`config.mk`:
```
export PLATFORM = sky130hd
export DESIGN_NAME = endgame_stats_chars
export DESIGN_NICKNAME = d
export VERILOG_FILES = /design/src/rtl/endgame_stats_chars.sv
export SDC_FILE = /design/constraint.sdc
export NUM_CORES = 1
export LEC_CHECK = 0
export ABC_CLOCK_PERIOD_IN_PS = 6000
export CAP_MARGIN = 20
export CORE_MARGIN = 1.5
export CORE_UTILIZATION = 51
export DETAILED_ROUTE_END_ITERATION = 6
export GPL_TIMING_DRIVEN = 1
export PLACE_DENSITY = 0.72
export SETUP_SLACK_MARGIN = 0.05
export SKIP_CTS_REPAIR_TIMING = 1
export SLEW_MARGIN = 20
export SYNTH_ARGS = -nofsm -noshare
export SYNTH_HDL_FRONTEND = slang
export SYNTH_SLANG_ARGS = --single-unit
```
`constraint.sdc`:
```
create_clock -name pclk -period 6 [get_ports pclk]
set_input_delay 0.9 -clock pclk [delete_from_list [all_inputs] [get_ports pclk]]
set_output_delay 0.9 -clock pclk [all_outputs]
set_load 0.01 [all_outputs]
```
`src/rtl/endgame_stats_chars.sv`:
```
// Character source for the end-of-game stats panel: labels plus two 5-digit decimal
// fields, with binary-to-BCD conversion done serially after a start request.
module endgame_stats_chars #(
    parameter int unsigned ROW_MOVES = 8,
    parameter int unsigned ROW_TIME  = 10,
    parameter int unsigned COL_TXT   = 8
) (
    input  logic        pclk,
    input  logic        rst,
    input  logic        start,
    input  logic [13:0] moves,
    input  logic [13:0] time_s,
    input  logic [9:0]  char_yx,
    output logic [6:0]  char_code,
    output logic        busy,
    output logic        done
);

    localparam logic [4:0] RowMoves = 5'(ROW_MOVES);
    localparam logic [4:0] RowTime  = 5'(ROW_TIME);
    localparam logic [4:0] ColTxt   = 5'(COL_TXT);
    localparam logic [4:0] MaxX     = 5'd27;
    localparam logic [4:0] MaxY     = 5'd16;
    localparam logic [6:0] Space    = 7'h20;

    typedef enum logic [2:0] {
        StIdle,
        StConvM,
        StStoreM,
        StConvT,
        StStoreT,
        StDone
    } state_e;

    state_e      state_q, state_d;
    logic [3:0]  cnt_q, cnt_d;
    logic [13:0] shift_q, shift_d;
    logic [13:0] time_q, time_d;
    logic [19:0] bcd_q, bcd_d;
    logic [19:0] moves_bcd_q, moves_bcd_d;
    logic [19:0] time_bcd_q, time_bcd_d;
    logic [6:0]  char_code_q, char_code_d;
    logic [19:0] bcd_step;

    logic [4:0]  cell_x, cell_y, col_off;

    // One double-dabble iteration: add 3 to every digit >= 5, then shift in the next bit.
    function automatic logic [19:0] dabble_step(input logic [19:0] v, input logic b);
        logic [19:0] r;
        for (int i = 0; i < 5; i++) begin
            r[4*i +: 4] = (v[4*i +: 4] >= 4'd5) ? v[4*i +: 4] + 4'd3 : v[4*i +: 4];
        end
        return {r[18:0], b};
    endfunction

    function automatic logic [6:0] label_char(input logic is_time, input logic [2:0] idx);
        logic [6:0] c;
        c = Space;
        case ({is_time, idx})
            4'b0_000: c = 7'h4D; // M
            4'b0_001: c = 7'h4F; // O
            4'b0_010: c = 7'h56; // V
            4'b0_011: c = 7'h45; // E
            4'b0_100: c = 7'h53; // S
            4'b0_101: c = 7'h3A; // :
            4'b1_000: c = 7'h54; // T
            4'b1_001: c = 7'h49; // I
            4'b1_010: c = 7'h4D; // M
            4'b1_011: c = 7'h45; // E
            4'b1_100: c = 7'h3A; // :
            default:  c = Space;
        endcase
        return c;
    endfunction

    // Cell content for one stats row; off is the column relative to the label start.
    function automatic logic [6:0] row_char(input logic is_time, input logic [4:0] off,
                                            input logic [19:0] digs);
        logic [6:0] c;
        logic [3:0] d;
        logic       blank;
        c     = Space;
        d     = 4'd0;
        blank = 1'b0;
        if (off < 5'd6) begin
            c = label_char(is_time, off[2:0]);
        end else if (off >= 5'd7 && off <= 5'd11) begin
            case (off)
                5'd7: begin
                    d     = digs[19:16];
                    blank = (digs[19:16] == 4'd0);
                end
                5'd8: begin
                    d     = digs[15:12];
                    blank = (digs[19:12] == 8'd0);
                end
                5'd9: begin
                    d     = digs[11:8];
                    blank = (digs[19:8] == 12'd0);
                end
                5'd10: begin
                    d     = digs[7:4];
                    blank = (digs[19:4] == 16'd0);
                end
                default: begin
                    d     = digs[3:0];
                    blank = 1'b0;
                end
            endcase
            c = blank ? Space : {3'b011, d};
        end
        return c;
    endfunction

    assign bcd_step = dabble_step(bcd_q, shift_q[13]);

    always_comb begin
        state_d     = state_q;
        cnt_d       = cnt_q;
        shift_d     = shift_q;
        time_d      = time_q;
        bcd_d       = bcd_q;
        moves_bcd_d = moves_bcd_q;
        time_bcd_d  = time_bcd_q;
        busy        = 1'b0;
        done        = 1'b0;
        unique case (state_q)
            StIdle: begin
                if (start) begin
                    state_d = StConvM;
                    shift_d = moves;
                    time_d  = time_s;
                    bcd_d   = '0;
                    cnt_d   = '0;
                end
            end
            StConvM, StConvT: begin
                busy    = 1'b1;
                bcd_d   = bcd_step;
                shift_d = {shift_q[12:0], 1'b0};
                cnt_d   = cnt_q + 4'd1;
                if (cnt_q == 4'd13) begin
                    cnt_d   = '0;
                    state_d = (state_q == StConvM) ? StStoreM : StStoreT;
                end
            end
            StStoreM: begin
                busy        = 1'b1;
                moves_bcd_d = bcd_q;
                shift_d     = time_q;
                bcd_d       = '0;
                state_d     = StConvT;
            end
            StStoreT: begin
                busy       = 1'b1;
                time_bcd_d = bcd_q;
                state_d    = StDone;
            end
            StDone: begin
                done    = 1'b1;
                state_d = StIdle;
            end
            default: state_d = StIdle;
        endcase
    end

    assign cell_y  = char_yx[9:5];
    assign cell_x  = char_yx[4:0];
    assign col_off = cell_x - ColTxt;

    always_comb begin
        char_code_d = Space;
        if (cell_x <= MaxX && cell_y <= MaxY && cell_x >= ColTxt) begin
            if (cell_y == RowMoves) begin
                char_code_d = row_char(1'b0, col_off, moves_bcd_q);
            end else if (cell_y == RowTime) begin
                char_code_d = row_char(1'b1, col_off, time_bcd_q);
            end
        end
    end

    always_ff @(posedge pclk) begin
        if (!rst) begin
            state_q     <= StIdle;
            cnt_q       <= '0;
            shift_q     <= '0;
            time_q      <= '0;
            bcd_q       <= '0;
            moves_bcd_q <= '0;
            time_bcd_q  <= '0;
            char_code_q <= Space;
        end else begin
            state_q     <= state_d;
            cnt_q       <= cnt_d;
            shift_q     <= shift_d;
            time_q      <= time_d;
            bcd_q       <= bcd_d;
            moves_bcd_q <= moves_bcd_d;
            time_bcd_q  <= time_bcd_d;
            char_code_q <= char_code_d;
        end
    end

    assign char_code = char_code_q;

endmodule
```
==> impl_metrics.yaml, run 1 <==
run_status:
  status: "finished clean"
synthesis:
  ys_seq_area_share_pct: 38.5
  netlist_instances: 657
  synth_edf_count: 0
  synth.area.mux_share_pct: 0.377
  synth_compound_area_share_pct: 26.3
  syn_avg_cell_area_um2: 8.07
  synth_xor_area_share_pct: 1.32
  synth_cell_types: 52
  yosysWarnings: 0
  ys_dominant_reg_cell: "dfxtp_1"
  synth_area_um2: 5310
  async_flop_share_pct: 0
  synth_nets: 713
  synthAdderAreaFrac_pct: 3.54
  synth_top_family_by_area: "compound AO/OA/AOI/OAI gates"
  synth-simple-area-share_pct: 24.7
  synth_seq_cells: 102
global_routing:
  antenna_found_initial: 0
  grt_pass1_wl_um: 21000
  grt_pass1_vias: 4309
  grt.overflow.total: 0
  grtUsageTotal_pct: 23.3
  grt_start_max_net_pins: 97
die:
  core_area_um2: 10200
  initial_utilization_pct: 52.1
  die_width_um: 105
  rows: 37
  die_area_um2: 11000
  ioPinCount: 50
  die_y_um: 105
cts:
  htree_levels: 3
  clockBufferDepth: 2
  cts_buffers: 9
  clk_pin_slew_ps: 90
  clock_sinks: 102
  tritoncts: "yes"
  clk_latency_ps: 360
  root_buffer: "clkbuf_8"
setup_path:
  cp-start-kind: "primary input"
  end_kind: "flip-flop"
  worstReg2RegStart: "state_q[1]"
  max_stage_delay_ps: 860
  crit_chain: "clkdlybuf4s50_1, inv_1, ha_1, nand2b_1, nor4_2, a222oi_1, nand2_1, a22oi_1, o22ai_1"
  cp_max_fo: 16
  cp_slowest_cell: "clkdlybuf4s50_1"
  rr_endpoint: "shift_q[3]"
  cp.arrival_ps: 3470
  critPathKind: "in -> reg"
  required_ps: 6250
  ff2ff_path_depth: 5
  r2r_slack_ps: 4090
min_path:
  hold_path_depth: 2
  hp-start: "time_q[10]"
  hold_class: "reg -> reg"
  hold_end: "time_q[10]"
sta:
  postLayoutSetupSlackWorst_ps: 2780
  fin_tns_setup_ps: 0
  hold_viol_final: 0
  setup_viol: 0
  skew_ps: 8.22
  max_freq_mhz: 311
  worst_slew_pin_slew_ps: 1040
  period_needed_ps: 3220
  slew_violations: 0
  rsz0062_at_grt: "no"
  period_share_pct: 53.7
  relSlewSlack_pct: 30.1
routing:
  wl_per_cell_um: 15.4
  route.detailed.drc: 0
  antenna_left: 0
  routed_via_density: 5.77
  drt_first_pass_iters: 5
  drtIter0Drc: 365
  vias: 4689
  wl_um: 12500
power:
  power.density_nw_per_um2: 214
  clkPwrFrac_pct: 34.6
  p_leak_uw: 0.00194
  power_uw: 1280
  sequentialPowerShare_pct: 54.7
  pwr-share-comb_pct: 10.7
  p_int_uw: 968
  irDropWorstVdd_v: 0.000115
  p_sw_uw: 311
  p_sw_share_pct: 24.3
layout:
  final_nets: 728
  seqCellArea_um2: 2040
  multi_input_area_um2: 2980
  drive_gt1_share_pct: 4.73
  fill_cells: 915
  fin_util_pct: 58.6
  area_delta_synth_final_pct: 12.5
  num_antenna_cells: 0
  stdcell_area_um2: 5970
flow_run:
  drv_cap: 0
placed_design:
  dpl_worst_slack_ps: 2450
  postPlaceCellArea_um2: 5770
  place_hpwl_um: 8660
  port_buffers: 49
  gp_congestion: 0.850
[final cells by class]
cell class | count | share of cell area (%)
multi-input cells | 491 | 50.0
flip-flops and latches | 102 | 34.2
repair buffers | 53 | 8.64
well taps | 136 | 2.85
clock buffers | 12 | 2.60
inverters | 15 | 0.944
clock inverters | 3 | 0.734
[logic make-up (layout without fill, tap and decap cells)]
kind of cell | count (synthesis) | in the layout
AOI/OAI and AO/OA | 202 | 202
xor gates and xnor gates | 8 | 8
adders and majority gates | 15 | 15
buffers and inverters | 64 | 83
DFF | 102 | 102
muxes | 2 | 2
and+or+nand+nor | 264 | 264
[synth_stat cells, types with 2 or more instances]
library cell | instances | area, um2
buf_4 | 2 | 15.0
buf_2 | 16 | 80.1
nor4b_2 | 3 | 45.0
nand2b_1 | 15 | 93.8
o31ai_1 | 2 | 15.0
nand3_1 | 14 | 70.1
nand3b_1 | 3 | 22.5
a21boi_1 | 2 | 15.0
and2_1 | 20 | 125
nand2_1 | 138 | 518
xnor2_1 | 8 | 70.1
buf_6 | 2 | 22.5
a22oi_1 | 50 | 375
or2_2 | 2 | 12.5
nor3_1 | 11 | 55.1
clkbuf_1 | 27 | 101
and4_1 | 3 | 26.3
nor2_1 | 11 | 41.3
dfxtp_1 | 102 | 2040
inv_1 | 15 | 56.3
o21ai_1 | 3 | 15.0
nor4_2 | 3 | 37.5
o41ai_1 | 2 | 17.5
nor4_1 | 9 | 56.3
o211ai_1 | 3 | 22.5
nor2b_1 | 20 | 125
a21boi_0 | 61 | 458
o22ai_1 | 3 | 18.8
mux2i_1 | 2 | 20.0
a32oi_1 | 2 | 17.5
a222oi_1 | 3 | 30.0
a21oi_1 | 16 | 80.1
buf_1 | 2 | 7.51
o2bb2ai_1 | 3 | 26.3
nand4_1 | 7 | 43.8
o21ai_0 | 42 | 210
ha_1 | 15 | 188
[worst max-delay path: cells and delay by family]
kind,cells,cell delay (ps)
AO/OA/AOI/OAI,3,720
buffers and inverters,2,1000
AND/OR/NAND/NOR,3,380
adder cells (fa/ha/maj),1,470
[registers in the layout, indices dropped and copies added, names as in the netlist]
| signal | flops |
|---|---|
| time_q | 14 |
| bcd_q | 20 |
| moves_bcd_q | 20 |
| shift_q | 14 |
| char_code | 7 |
| state_q | 3 |
| time_bcd_q | 20 |
| cnt_q | 4 |
[through the flow]
stage	hold WS (ps)	std cells
final	468	812
after floorplan	438	657
after detailed placement	458	797
after global routing	494	812
after CTS	472	812
after global placement	451	797
[routing by layer]
| layer | vias up | track usage (%) | wire length, um |
|---|---|---|---|
| li1 | 2344 | - | - |
| met1 | 2207 | 31.2 | 5870 |
| met2 | 118 | 37.5 | 5770 |
| met3 | 20 | 3.87 | 549 |
| met4 | 0 | 8.90 | 282 |
| met5 | - | 0 | 0 |
[power by group through the flow]
| stage | registers, uW | logic [uW] | clock network (uW) |
|---|---|---|---|
| 2_1_floorplan | 712 | 93.3 | 0 |
| 3_3_place_gp | 715 | 135 | 0 |
| 3_5_place_dp | 716 | 137 | 0 |
| 4_1_cts | 700 | 138 | 451 |
| 5_1_grt | 702 | 153 | 486 |
| 6_report | 700 | 137 | 442 |
[worst max-delay path by stage]
| stage | startpoint | to | slack, ps | depth (start not counted) |
|---|---|---|---|---|
| 6_report | char_yx[3] | char_code[1] | 2780 | 9 |
| 5_1_grt | char_yx[3] | char_code[1] | 2580 | 9 |
| 4_1_cts | char_yx[3] | char_code[1] | 2820 | 9 |
| 3_5_place_dp | char_yx[3] | char_code[1] | 2450 | 9 |
| 3_3_place_gp | char_yx[3] | char_code[1] | 2510 | 9 |
| 2_1_floorplan | char_yx[3] | char_code[1] | 3410 | 9 |
[layout by cell type, fill, tap and decap left out, types with 3 or more instances in the layout]
master / Yosys / layout
and4_1: 3 / 3
nor3_1: 11 / 11
o21ai_1: 3 / 3
nand3_1: 14 / 14
o21ai_0: 42 / 42
and2_1: 20 / 20
a22oi_1: 50 / 50
o2bb2ai_1: 3 / 3
o211ai_1: 3 / 3
buf_4: 2 / 4
ha_1: 15 / 15
nor2_1: 11 / 11
a21boi_0: 61 / 61
clkbuf_8: 0 / 11
nand2b_1: 15 / 15
nand4_1: 7 / 7
a222oi_1: 3 / 3
nor4_1: 9 / 9
clkdlybuf4s50_1: 0 / 48
xnor2_1: 8 / 8
nor4_2: 3 / 3
nand2_1: 138 / 138
nor4b_2: 3 / 3
dfxtp_1: 102 / 102
inv_1: 15 / 15
a21oi_1: 16 / 16
o22ai_1: 3 / 3
nor2b_1: 20 / 19
nand3b_1: 3 / 3
Note: power is estimated with default switching activity, not from simulation.
==> run 2: changes to the inputs <==
Settings changed: ABC_CLOCK_PERIOD_IN_PS 6000 to 2600, PLACE_DENSITY 0.72 to 0.75.
Clock period 6 ns to 2.6 ns, I/O delays scaled along.
==> run 2 against run 1 <==
Effect of this change: worst setup slack lost 2300 ps; die area stayed put; first-iteration DRC count is 30% lower; power rose by 140%; critical path type is now reg -> out; largest cell class unchanged.
==> impl_metrics.yaml, run 2 (synthesized netlist as in run 1, its figures left out) <==
setup_path:
  max_stage_delay_ps: 560
  startpoint: "state_q[1]"
  cp.arrival_ps: 1760
  rr_endpoint: "shift_q[10]"
  critPathKind: "reg -> out"
  cp-start-kind: "flip-flop"
  r2r_slack_ps: 680
  end_kind: "output port"
  required_ps: 2210
  cp_slowest_cell: "dfxtp_1"
  cp_max_fo: 10
  crit_chain: "nor2_2, xnor2_1, clkdlybuf4s50_1"
  ff2ff_path_depth: 5
  worstReg2RegStart: "state_q[1]"
sta:
  hold_viol_final: 0
  postLayoutSetupSlackWorst_ps: 451
  worst_slew_pin_slew_ps: 804
  slew_violations: 0
  max_freq_mhz: 465
  relSlewSlack_pct: 46.4
  period_needed_ps: 2150
  fin_tns_setup_ps: 0
  skew_ps: 10.9
  period_share_pct: 82.7
  setup_viol: 0
  rsz0062_at_grt: "no"
layout:
  final_common_cell: "nand2_1"
  num_antenna_cells: 0
  final_nets: 740
  reg.largest.list: "bcd_q (20), moves_bcd_q (20), time_bcd_q (20)"
  area_delta_synth_final_pct: 15.0
  drive_gt1_share_pct: 6.68
  layout_common_cells: "nand2_1 (138), dfxtp_1 (102), a21boi_0 (61)"
min_path:
  hold_path_depth: 2
  hold_end: "time_q[13]"
  hp-start: "time_q[13]"
  hold_class: "reg -> reg"
cts:
  clk_pin_slew_ps: 100
  clockBufferDepth: 2
  root_buffer: "clkbuf_8"
  tritoncts: "yes"
  cts_buffers: 9
  htree_levels: 3
  clk_latency_ps: 380
  clock_sinks: 102
routing:
  wl_per_cell_um: 15.3
  antenna_left: 0
  route.detailed.drc: 0
  vias: 4730
  drtIter0Drc: 255
  wl_um: 12600
  routed_via_density: 5.73
  drt_first_pass_iters: 5
global_routing:
  grt_start_max_net_pins: 49
  grt_pass1_wl_um: 21600
  grt.overflow.total: 0
  grtUsageTotal_pct: 24.1
  antenna_found_initial: 0
  grt_pass1_vias: 4533
die:
  die_width_um: 105
  ioPinCount: 50
  die_area_um2: 11000
  die_y_um: 105
  initial_utilization_pct: 52.1
  rows: 37
  core_area_um2: 10200
placed_design:
  port_buffers: 49
  gp_congestion: 0.979
  dpl_worst_slack_ps: 97.0
  place_hpwl_um: 9140
run_status:
  status: "finished clean"
power:
  irDropWorstVdd_v: 0.000269
  p_leak_uw: 0.00202
  power.density_nw_per_um2: 503
flow_run:
  drv_cap: 0
-- run 2: cell types whose count changed in the layout (fill, tap and decap cells not counted), sizes merged --
cell,previous run,this run
bufinv,1,2
buf,5,17
inv,15,17
clkinvlp,0,1
clkbuf,12,9
-- run 2: critical path, delay by kind of cell, from the launching register on --
family        cells  cell delay, ps
xor+xnor          1             140
buf+inv           1             550
flops             1             560
simple gates      1             120
-- run 2: power breakdown --
| group | switching, uW | total (uW) | internal (uW) |
|---|---|---|---|
| Sequential | 21.8 | 1620 | 1590 |
| Combinational | 175 | 335 | 160 |
| Clock | 571 | 1120 | 546 |
-- run 2: worst max-delay path by stage --
stage	slack, ps	endpoint
finish	450	busy
global route	330	busy
CTS	440	busy
detailed placement	100	char_code[1]
global placement	150	char_code[1]
floorplan	520	char_code[1]
-- run 2: area by class of cell --
class | instances | area [um2]
clock buffer | 9 | 124
clock inverter | 7 | 95.1
fill | 923 | 4080
inverter | 15 | 56.3
multi-input combinational | 491 | 2980
sequential | 102 | 2040
tap | 136 | 170
timing repair buffer | 65 | 631
-- run 2: layer usage --
| layer | up-vias | routed length [um] | track usage (%) |
|---|---|---|---|
| met2 | 110 | 6070 | 40.8 |
| met4 | 0 | 331 | 12.0 |
| met1 | 2225 | 5770 | 29.9 |
| li1 | 2373 | - | - |
| met3 | 22 | 451 | 3.43 |
| met5 | - | 0 | 0 |
-- run 2: through the flow --
| stage | area [um2] | hold WS [ps] | utilization [%] | power, uW | instances |
|---|---|---|---|---|---|
| detailed placement | 5880 | 455 | 57.8 | 1990 | 809 |
| floorplan | 5310 | 438 | - | 1860 | 657 |
| finish | 6100 | 465 | 59.9 | 3070 | 825 |
| global placement | 5880 | 449 | 57.8 | 1980 | 809 |
| global route | 6100 | 486 | 59.9 | 3180 | 825 |
| CTS | 6100 | 457 | 59.9 | 3080 | 825 |
==> run 3: changes to the inputs <==
Settings changed: ABC_CLOCK_PERIOD_IN_PS 2600 to 1900.
Clock period 2.6 ns to 1.9 ns, I/O delays scaled along.
==> run 3 against run 2 <==
Effect of this change: sequential cell count unchanged; global-route usage increased by 1.5 points; hold slack got worse by 42 ps; critical path depth increased by 7; sequential power increased by 36%; wire length increased by 5.7%; largest cell class unchanged.
==> impl_metrics.yaml, run 3 (synthesized netlist as in run 1, its figures left out) <==
run_status:
  status: "finished clean"
sta:
  postLayoutSetupSlackWorst_ps: 116
  fin_tns_setup_ps: 0
  slew_violations: 0
  max_freq_mhz: 560
  worst_slew_pin_slew_ps: 492
  period_share_pct: 93.9
  skew_ps: 13.5
  rsz0062_at_grt: "yes"
  setup_viol: 0
  period_needed_ps: 1780
  whs_ps: 423
  hold_viol_final: 0
  relSlewSlack_pct: 67.2
routing:
  drtIter0Drc: 330
  drt_first_pass_iters: 5
  route.detailed.drc: 0
  antenna_left: 0
  routed_via_density: 5.62
  wl_per_cell_um: 15.4
  wl_um: 13300
  vias: 4872
placed_design:
  dpl_worst_slack_ps: -526
  place_hpwl_um: 9720
  dp_cells: 850
  port_buffers: 49
  gp_congestion: 0.904
setup_path:
  r2r_slack_ps: 190
  end_kind: "flip-flop"
  worstReg2RegStart: "moves_bcd_q[16]"
  cp.arrival_ps: 2040
  rr_endpoint: "char_code[1]"
  cp_max_fo: 6
  cp-start-kind: "primary input"
  ff2ff_path_depth: 6
  required_ps: 2160
  critPathKind: "in -> reg"
layout:
  final_nets: 782
  area_delta_synth_final_pct: 22.5
  reg.largest.list: "bcd_q (20), moves_bcd_q (20), time_bcd_q (20)"
  fin_util_pct: 63.8
  final_common_cell: "nand2_1"
  drive_gt1_share_pct: 14.1
  layout_common_cells: "nand2_1 (138), dfxtp_1 (99), a21boi_0 (61)"
  finalNonFillerCells: 867
  num_antenna_cells: 0
global_routing:
  grtUsageTotal_pct: 25.6
  grt_pass1_wl_um: 23000
  grt_start_max_net_pins: 96
  grt_pass1_vias: 4789
  grt.overflow.total: 0
  antenna_found_initial: 0
cts:
  clk_pin_slew_ps: 100
  cts_buffers: 9
  root_buffer: "clkbuf_8"
  clockBufferDepth: 2
  tritoncts: "yes"
  clk_latency_ps: 370
  htree_levels: 3
  clock_sinks: 102
die:
  die_width_um: 105
  ioPinCount: 50
  initial_utilization_pct: 52.1
  core_area_um2: 10200
  die_area_um2: 11000
  die_y_um: 105
  rows: 37
power:
  irDropWorstVdd_v: 0.000407
  p_leak_uw: 0.00228
  power.density_nw_per_um2: 623
min_path:
  hold_class: "in -> reg"
  hold_end: "char_code[4]"
  hp-start: "rst"
  hold_path_depth: 3
flow_run:
  drv_cap: 0
-- run 3: cell count changes in the layout (fill, tap and decap cells not counted), moves of 3 or more --
cell and delta:
buf_4 +40, clkbuf_1 +3, clkdlybuf4s50_1 -4, dfxtp_1 -3
dfxtp_2 +3, dlymetal6s2s_1 +4
-- run 3: worst max path at each step --
stage,start,endpoint
5_1_grt,char_yx[2],char_code[1]
2_1_floorplan,char_yx[3],char_code[1]
6_report,char_yx[0],char_code[1]
3_5_place_dp,char_yx[3],char_code[1]
4_1_cts,char_yx[3],char_code[1]
3_3_place_gp,char_yx[3],char_code[1]
-- run 3: cell type report --
class	count	area [um2]
inverter	15	56.3
multi-input combinational	491	3080
clock inverter	2	16.3
timing repair buffer	107	972
tap	136	170
fill	897	3680
clock buffer	14	163
sequential	102	2050
-- run 3: per-layer routing --
metal  track usage, %  vias to the layer above  part of all wire, %  wire, um
li1                 -                     2452                    -         -
met1             33.4                     2302                   47      6210
met2             42.3                       95                   48      6350
met5                0                        -                    0         0
met3             4.37                       23                  3.5       460
met4             9.49                        0                  2.3       305
-- run 3: worst max-delay path: stages --
cell             delay, ps
clkdlybuf4s50_1        450
buf_4                  190
nor4b_2                220
buf_4                  170
a21oi_1                 70
nor3_2                 190
a211oi_2                50
buf_4                  160
a22oi_2                180
o22ai_1                 90
-- run 3: power breakdown --
group | leakage (uW) | internal, uW | switching [uW] | total (uW)
clock | 0.0000869 | 554 | 743 | 1300
sequential | 0.000828 | 2180 | 30.5 | 2210
combinational | 0.00137 | 277 | 267 | 544
-- run 3: through the flow --
| stage | area, um2 | power [uW] |
|---|---|---|
| 4_1_cts | 6380 | 4040 |
| 3_5_place_dp | 6200 | 2780 |
| 3_3_place_gp | 6200 | 2760 |
| 6_report | 6500 | 4050 |
| 5_1_grt | 6500 | 4230 |
| 2_1_floorplan | 5310 | 2540 |
